File: src/rtl/xmpl_dsp_msf_pkg.sv
// Shared constants and state encoding for the xmpl_dsp_msf initiator-side driver.
package xmpl_dsp_msf_pkg;

    localparam int OPND_W_DEF   = 12;
    localparam int DATA_W_DEF   = 32;
    localparam int DONE_BIT_DEF = 0;
    localparam int ERR_BIT_DEF  = 1;
    localparam int ERR_CNT_W    = 8;

    localparam logic [ERR_CNT_W-1:0] ERR_CNT_MAX = '1;

    typedef logic [1:0] state_t;

    localparam state_t ST_IDLE  = 2'd0;
    localparam state_t ST_ISSUE = 2'd1;
    localparam state_t ST_WAIT  = 2'd2;
    localparam state_t ST_RESP  = 2'd3;

    // The error count holds at its maximum instead of wrapping back to zero.
    function automatic logic [ERR_CNT_W-1:0] sat_inc(input logic [ERR_CNT_W-1:0] v);
        return (v == ERR_CNT_MAX) ? v : v + ERR_CNT_W'(1);
    endfunction

endpackage

File: src/rtl/xmpl_dsp_msf_tmr.sv
// Timeout counter for the WAIT phase: cleared on issue, counts enabled cycles,
// flags expiry once the count reaches TIMEOUT_CYC-1.
module xmpl_dsp_msf_tmr #(
    parameter int TIMEOUT_CYC = 1024
) (
    input  logic clk_i,
    input  logic reset_i,
    input  logic clr_i,
    input  logic en_i,
    output logic expired_o
);

    localparam int TMR_W = $clog2(TIMEOUT_CYC);
    localparam logic [TMR_W-1:0] LAST = TMR_W'(TIMEOUT_CYC - 1);

    logic [TMR_W-1:0] count;

    // NOTE: sequential state uses non-blocking assignments so every flop samples pre-edge values.
    always_ff @(posedge clk_i or posedge reset_i) begin
        if (reset_i) begin
            count <= '0;
        end else if (clr_i) begin
            count <= '0;
        end else if (en_i && !expired_o) begin
            count <= count + TMR_W'(1);
        end
    end

    assign expired_o = (count == LAST);

endmodule

File: src/rtl/xmpl_dsp_msf_drv.sv
// Initiator-side driver for one xmpl_dsp_msf: accepts an operand, strobes the MSF,
// waits for done/error (or times out) and returns the result over valid/ready.
module xmpl_dsp_msf_drv
    import xmpl_dsp_msf_pkg::*;
#(
    parameter int OPND_W      = OPND_W_DEF,
    parameter int DATA_W      = DATA_W_DEF,
    parameter int TIMEOUT_CYC = 1024,
    parameter int DONE_BIT    = DONE_BIT_DEF,
    parameter int ERR_BIT     = ERR_BIT_DEF
) (
    input  logic                 clk_i,
    input  logic                 reset_i,
    input  logic                 cmd_valid_i,
    output logic                 cmd_ready_o,
    input  logic [OPND_W-1:0]    cmd_operand_i,
    output logic                 msf_a_o,
    output logic [OPND_W-1:0]    msf_b_o,
    input  logic [DATA_W-1:0]    msf_c_i,
    input  logic [DATA_W-1:0]    msf_status_i,
    output logic                 rsp_valid_o,
    input  logic                 rsp_ready_i,
    output logic [DATA_W-1:0]    rsp_data_o,
    output logic                 rsp_err_o,
    output logic                 rsp_tmo_o,
    output logic                 busy_o,
    output logic [ERR_CNT_W-1:0] err_cnt_o
);

    state_t state;
    state_t state_nxt;
    logic   done;
    logic   tmr_expired;
    logic   status_unused;

    assign done          = msf_status_i[DONE_BIT];
    assign status_unused = ^msf_status_i;

    xmpl_dsp_msf_tmr #(
        .TIMEOUT_CYC (TIMEOUT_CYC)
    ) u_tmr (
        .clk_i     (clk_i),
        .reset_i   (reset_i),
        .clr_i     (state == ST_ISSUE),
        .en_i      ((state == ST_WAIT) && !done),
        .expired_o (tmr_expired)
    );

    // NOTE: the default assignment up front keeps this block purely combinational (no latches).
    always_comb begin
        state_nxt = state;
        case (state)
            ST_IDLE:  if (cmd_valid_i) state_nxt = ST_ISSUE;
            ST_ISSUE: state_nxt = ST_WAIT;
            ST_WAIT:  if (done || tmr_expired) state_nxt = ST_RESP;
            ST_RESP:  if (rsp_ready_i) state_nxt = ST_IDLE;
            default:  state_nxt = ST_IDLE;
        endcase
    end

    always_ff @(posedge clk_i or posedge reset_i) begin
        if (reset_i) begin
            state      <= ST_IDLE;
            msf_b_o    <= '0;
            rsp_data_o <= '0;
            rsp_err_o  <= 1'b0;
            rsp_tmo_o  <= 1'b0;
            err_cnt_o  <= '0;
        end else begin
            state <= state_nxt;
            if (state == ST_IDLE && cmd_valid_i) begin
                msf_b_o <= cmd_operand_i;
            end
            // Done takes priority over a timeout expiring in the same cycle.
            if (state == ST_WAIT) begin
                if (done) begin
                    rsp_data_o <= msf_c_i;
                    rsp_err_o  <= msf_status_i[ERR_BIT];
                    rsp_tmo_o  <= 1'b0;
                end else if (tmr_expired) begin
                    rsp_data_o <= '0;
                    rsp_err_o  <= 1'b1;
                    rsp_tmo_o  <= 1'b1;
                end
            end
            if (state == ST_RESP && rsp_ready_i && rsp_err_o) begin
                err_cnt_o <= sat_inc(err_cnt_o);
            end
        end
    end

    assign cmd_ready_o = (state == ST_IDLE);
    assign msf_a_o     = (state == ST_ISSUE);
    assign rsp_valid_o = (state == ST_RESP);
    assign busy_o      = (state != ST_IDLE);

endmodule
File: config.mk
export PLATFORM = sky130hd
export DESIGN_NAME = xmpl_dsp_msf_drv
export DESIGN_NICKNAME = d
export VERILOG_FILES = /design/src/rtl/xmpl_dsp_msf_pkg.sv /design/src/rtl/xmpl_dsp_msf_tmr.sv /design/src/rtl/xmpl_dsp_msf_drv.sv
export SDC_FILE = /design/constraint.sdc
export NUM_CORES = 1
export LEC_CHECK = 0
export BUFFER_PORTS_ARGS = -buffer_cell sky130_fd_sc_hd__buf_2
export CAP_MARGIN = 20
export CORE_MARGIN = 1.5
export CORE_UTILIZATION = 46
export DETAILED_ROUTE_END_ITERATION = 6
export GPL_ROUTABILITY_DRIVEN = 0
export PLACE_DENSITY = 0.82
export SYNTH_ARGS = -nofsm -noshare
export SYNTH_HDL_FRONTEND = slang
export SYNTH_HIERARCHICAL = 1
export SYNTH_SLANG_ARGS = --single-unit
File: constraint.sdc
create_clock -name clk_i -period 2.2 [get_ports clk_i]
set_clock_uncertainty 0.05 [all_clocks]
set_input_delay 0.11 -clock clk_i [delete_from_list [all_inputs] [get_ports clk_i]]
set_output_delay 0.11 -clock clk_i [all_outputs]
set_load 0.01 [all_outputs]
==> impl_metrics.csv <==
group,metric,value,unit
run_status,run_status,"finished, final reports clean",
global_route,total_gr_overflow,0,
finish,antennaDiodeCount,0,
worst_setup_path,timing.critical_path.required,2.37,ns
timing,finalCriticalPeriod,2.030,ns
detailed_routing,first_iter_violations,163,
place,dp_hpwl,4464,um
yosys,most_used_flip_flop_cell_after_synthesis,"sky130_fd_sc_hd__dfrtp_1",
yosys,synth_async_sr_flop_share,100.0,%
global_route,globalRouteTotalUtil,23.82,%
floorplanning,coreArea,5991,um^2
detailed_routing,route.detailed.wl_per_inst,16.19,um
timing,final_hold_viol_count,0,
finish,layout-area-overhead-vs-synth,44.37,%
worst_setup_path,crit_top_cell,"sky130_fd_sc_hd__buf_4",
timing,timing.slew.headroom,59.51,%
yosys,ys.warnings.count,6,
timing,final-max-slew-violation-count,0,
yosys,yosys.area.top_type,"sky130_fd_sc_hd__dfrtp_1",
global_route,first_global_vias,2444,
worst_setup_path,critPathArrivalTime,2.20,ns
power,cellLeakagePower,2.064,nW
place,numPortBuffers,107,
clock_tree,tritoncts.num_buffers,9,
timing,timing.fmax,492.6,MHz
timing,final_min_period_over_clock_period,92.28,%
worst_hold_path,timing.hold.worst.class,"primary input to flip-flop",
clock_tree,cts-htree-levels,3,
yosys,synthesis.area_per_instance,12.85,um^2
clock_tree,clkLatencyLatePin,0.34,ns
floorplanning,die_width,82.27,um
finish,net_count_reported_at_finish,471,
clock_tree,postCtsSetupRepairBufs,0,
global_route,number_of_antenna_violations_at_the_first_check_in_global_routing,0,
worst_setup_path,worst-setup-path-type,"flip-flop to flip-flop",
yosys,yosysSeqAreaShare,57.14,%
yosys,syn_inst_count,225,
power,vdd_drop_max,883.1,uV
finish,drive_above_1_share,40.87,%
yosys,synth.top_cell.area_share,57.14,%
timing,count_of_final_setup_violators,0,
power,total_chip_power,4.900,mW
finish,fillerInstances,425,
clock_tree,cts-root-to-sink-buffers,2,
floorplanning,initial_core_util,48.25,%
yosys,synth_cell_type_count,45,
timing,rsz0062_at_grt,"false",
worst_setup_path,cp_slowest_cell,"sky130_fd_sc_hd__dfrtp_1",
worst_setup_path,cpPeakStageDelay,0.45,ns
clock_tree,clk_pin_slew,0.07,ns
detailed_routing,vias,2509,
worst_setup_path,critPathMaxFanout,34,
timing,tightest_slew,0.6065,ns
finish,fin_area,4173,um^2
detailed_routing,ant_nets,0,
floorplanning,die-height,82.27,um
yosys,register_bit_count_reported_by_yosys,66,
yosys,synth.top_cells.by_area,"sky130_fd_sc_hd__dfrtp_1, sky130_fd_sc_hd__a22o_1, sky130_fd_sc_hd__mux2_2, sky130_fd_sc_hd__ha_1, sky130_fd_sc_hd__buf_2",
floorplanning,boundaryPins,138,
power,power-per-cell-area,1174,nW/um^2
detailed_routing,via_per_inst,5.407,
clock_tree,clock_tree_from_tritoncts,"yes",
detailed_routing,firstDrtPassIters,4,
yosys,synth.cell_area,2890,um^2
worst_setup_path,path_cells,"ha_1 -> nand2_1 -> nor3_1 -> buf_4 -> o21ai_2 -> buf_4 -> a22o_1",
worst_setup_path,worstSetupStartpointType,"flip-flop",
clock_tree,cts_hold_buffers,46,
timing,final.setup.tns,0,ns
worst_setup_path,critPathCaptureType,"flip-flop",
clock_tree,cts_root_buf,"sky130_fd_sc_hd__clkbuf_8",
detailed_routing,drc_errors,0,
yosys,synthesis.nets,312,
job,timing.max_cap.violations,0,
floorplanning,fp-row-count,28,
floorplanning,dieArea,6768,um^2
detailed_routing,wirelength,7514,um
clock_tree,number_of_resized_instances_in_the_post_cts_repair_step,0,
clock_tree,tritoncts_num_sinks,66,
finish,layout.core_utilization,69.65,%
yosys,synth-edff-count,0,
place,placedInstanceArea,3517,um^2
global_route,grt_max_degree,35,
global_route,grt_pass1_wl,11710,um
logic make-up after synthesis:
family	after synthesis	synth area share, %
AO/OA/AOI/OAI	62	17.75
XOR/XNOR	3	0.9093
adder cells (fa/ha/maj)	7	3.030
buffers and inverters	20	3.376
flip-flops	66	57.14
multiplexers	18	7.273
AND/OR/NAND/NOR	49	10.52
stage by stage:
step / hold slack [ns] / setup slack, ns / std cells
after floorplan: -0.09982 / 0.3967 / 225
after global placement: 0.07447 / 0.2329 / 402
after detailed placement: 0.08010 / 0.2366 / 402
after CTS: 0.06875 / 0.2038 / 464
after global routing: 0.09419 / 0.01880 / 464
final: 0.08067 / 0.1699 / 464
synth_stat cells (all sizes together) (2+ instances only):
library cell,instances
dfrtp,66
a22o,32
mux2,18
buf,11
nand2,9
inv,8
ha,7
a21oi,6
and3,6
a211oi,5
nand3,5
nor2,5
nor2b,5
o21ai,5
a41oi,4
nand4,4
nor3,4
a311oi,3
nand2b,3
xnor2,3
a31oi,2
and2,2
nor4,2
o22ai,2
flip-flops by register name, summed over array words and instances (netlist names):
name / count
rsp_data_o: 32
msf_b_o: 12
u_tmr/count: 10
err_cnt_o: 8
state: 2
rsp_err_o: 1
rsp_tmo_o: 1
where the power goes:
| group | internal (mW) | switching, mW | total, mW |
|---|---|---|---|
| sequential | 1.68 | 0.327 | 2.01 |
| combinational | 0.956 | 0.934 | 1.89 |
| clock | 0.525 | 0.476 | 1.00 |
layout by cell type (no fill, tap or decap), types with 3 or more instances in the layout:
cell	n
sky130_fd_sc_hd__nand4_1	4
sky130_fd_sc_hd__nand3_1	3
sky130_fd_sc_hd__buf_4	6
sky130_fd_sc_hd__buf_2	107
sky130_fd_sc_hd__and3_1	3
sky130_fd_sc_hd__nor2b_1	5
sky130_fd_sc_hd__xnor2_1	3
sky130_fd_sc_hd__nand2_1	9
sky130_fd_sc_hd__a311oi_1	3
sky130_fd_sc_hd__o21ai_0	3
sky130_fd_sc_hd__nor3_1	3
sky130_fd_sc_hd__a22o_1	32
sky130_fd_sc_hd__nor2_1	5
sky130_fd_sc_hd__clkbuf_8	9
sky130_fd_sc_hd__nand2b_1	3
sky130_fd_sc_hd__a41oi_1	4
sky130_fd_sc_hd__mux2_2	15
sky130_fd_sc_hd__a211oi_1	3
sky130_fd_sc_hd__inv_1	7
sky130_fd_sc_hd__dfrtp_1	66
sky130_fd_sc_hd__dlygate4sd3_1	46
sky130_fd_sc_hd__and3_4	3
sky130_fd_sc_hd__ha_1	7
sky130_fd_sc_hd__a21oi_1	5
metal layers:
layer / part of all wire [%] / up-vias / global-route usage (%) / wire length [um]
met2: 48 / 107 / 36.99 / 3610
met5: 0 / - / 0 / 0
met1: 42 / 1229 / 30.16 / 3182
li1: - / 1156 / - / -
met3: 7.0 / 17 / 6.813 / 528
met4: 2.6 / 0 / 12.37 / 193
layout make-up:
class | instances | area [um^2] | area share [%]
Clock buffer | 10 | 127.6 | 3.058
Multi-Input combinational cell | 139 | 1141 | 27.35
Timing Repair Buffer | 160 | 1061 | 25.43
Inverter | 8 | 30.03 | 0.7196
Tap cell | 75 | 93.84 | 2.249
Clock inverter | 6 | 67.56 | 1.619
Sequential cell | 66 | 1652 | 39.58
critical path: cells and delay by family, from the launching register on:
kind	cells	cell delay, ns
flip-flops	1	0.45
adder cells (fa/ha/maj)	1	0.33
AND/OR/NAND/NOR	2	0.40
buffers and inverters	2	0.40
AO/OA/AOI/OAI	2	0.27
path summary, 6_finish.rpt:
check	startpoint	to	slack, ns	depth (start not counted)
max	u_tmr/count[0]	rsp_data_o[23]	0.17	7
min	msf_status_i[0]	rsp_err_o	0.08	3
max reg2reg	u_tmr/count[0]	rsp_data_o[23]	0.17	7
min reg2reg	rsp_tmo_o	rsp_tmo_o	0.44	2
max in group asynchronous	reset_i	rsp_tmo_o	1.19	4
min in group asynchronous	reset_i	u_tmr/count[0]	0.26	3
(Power assumes the default switching activity.)
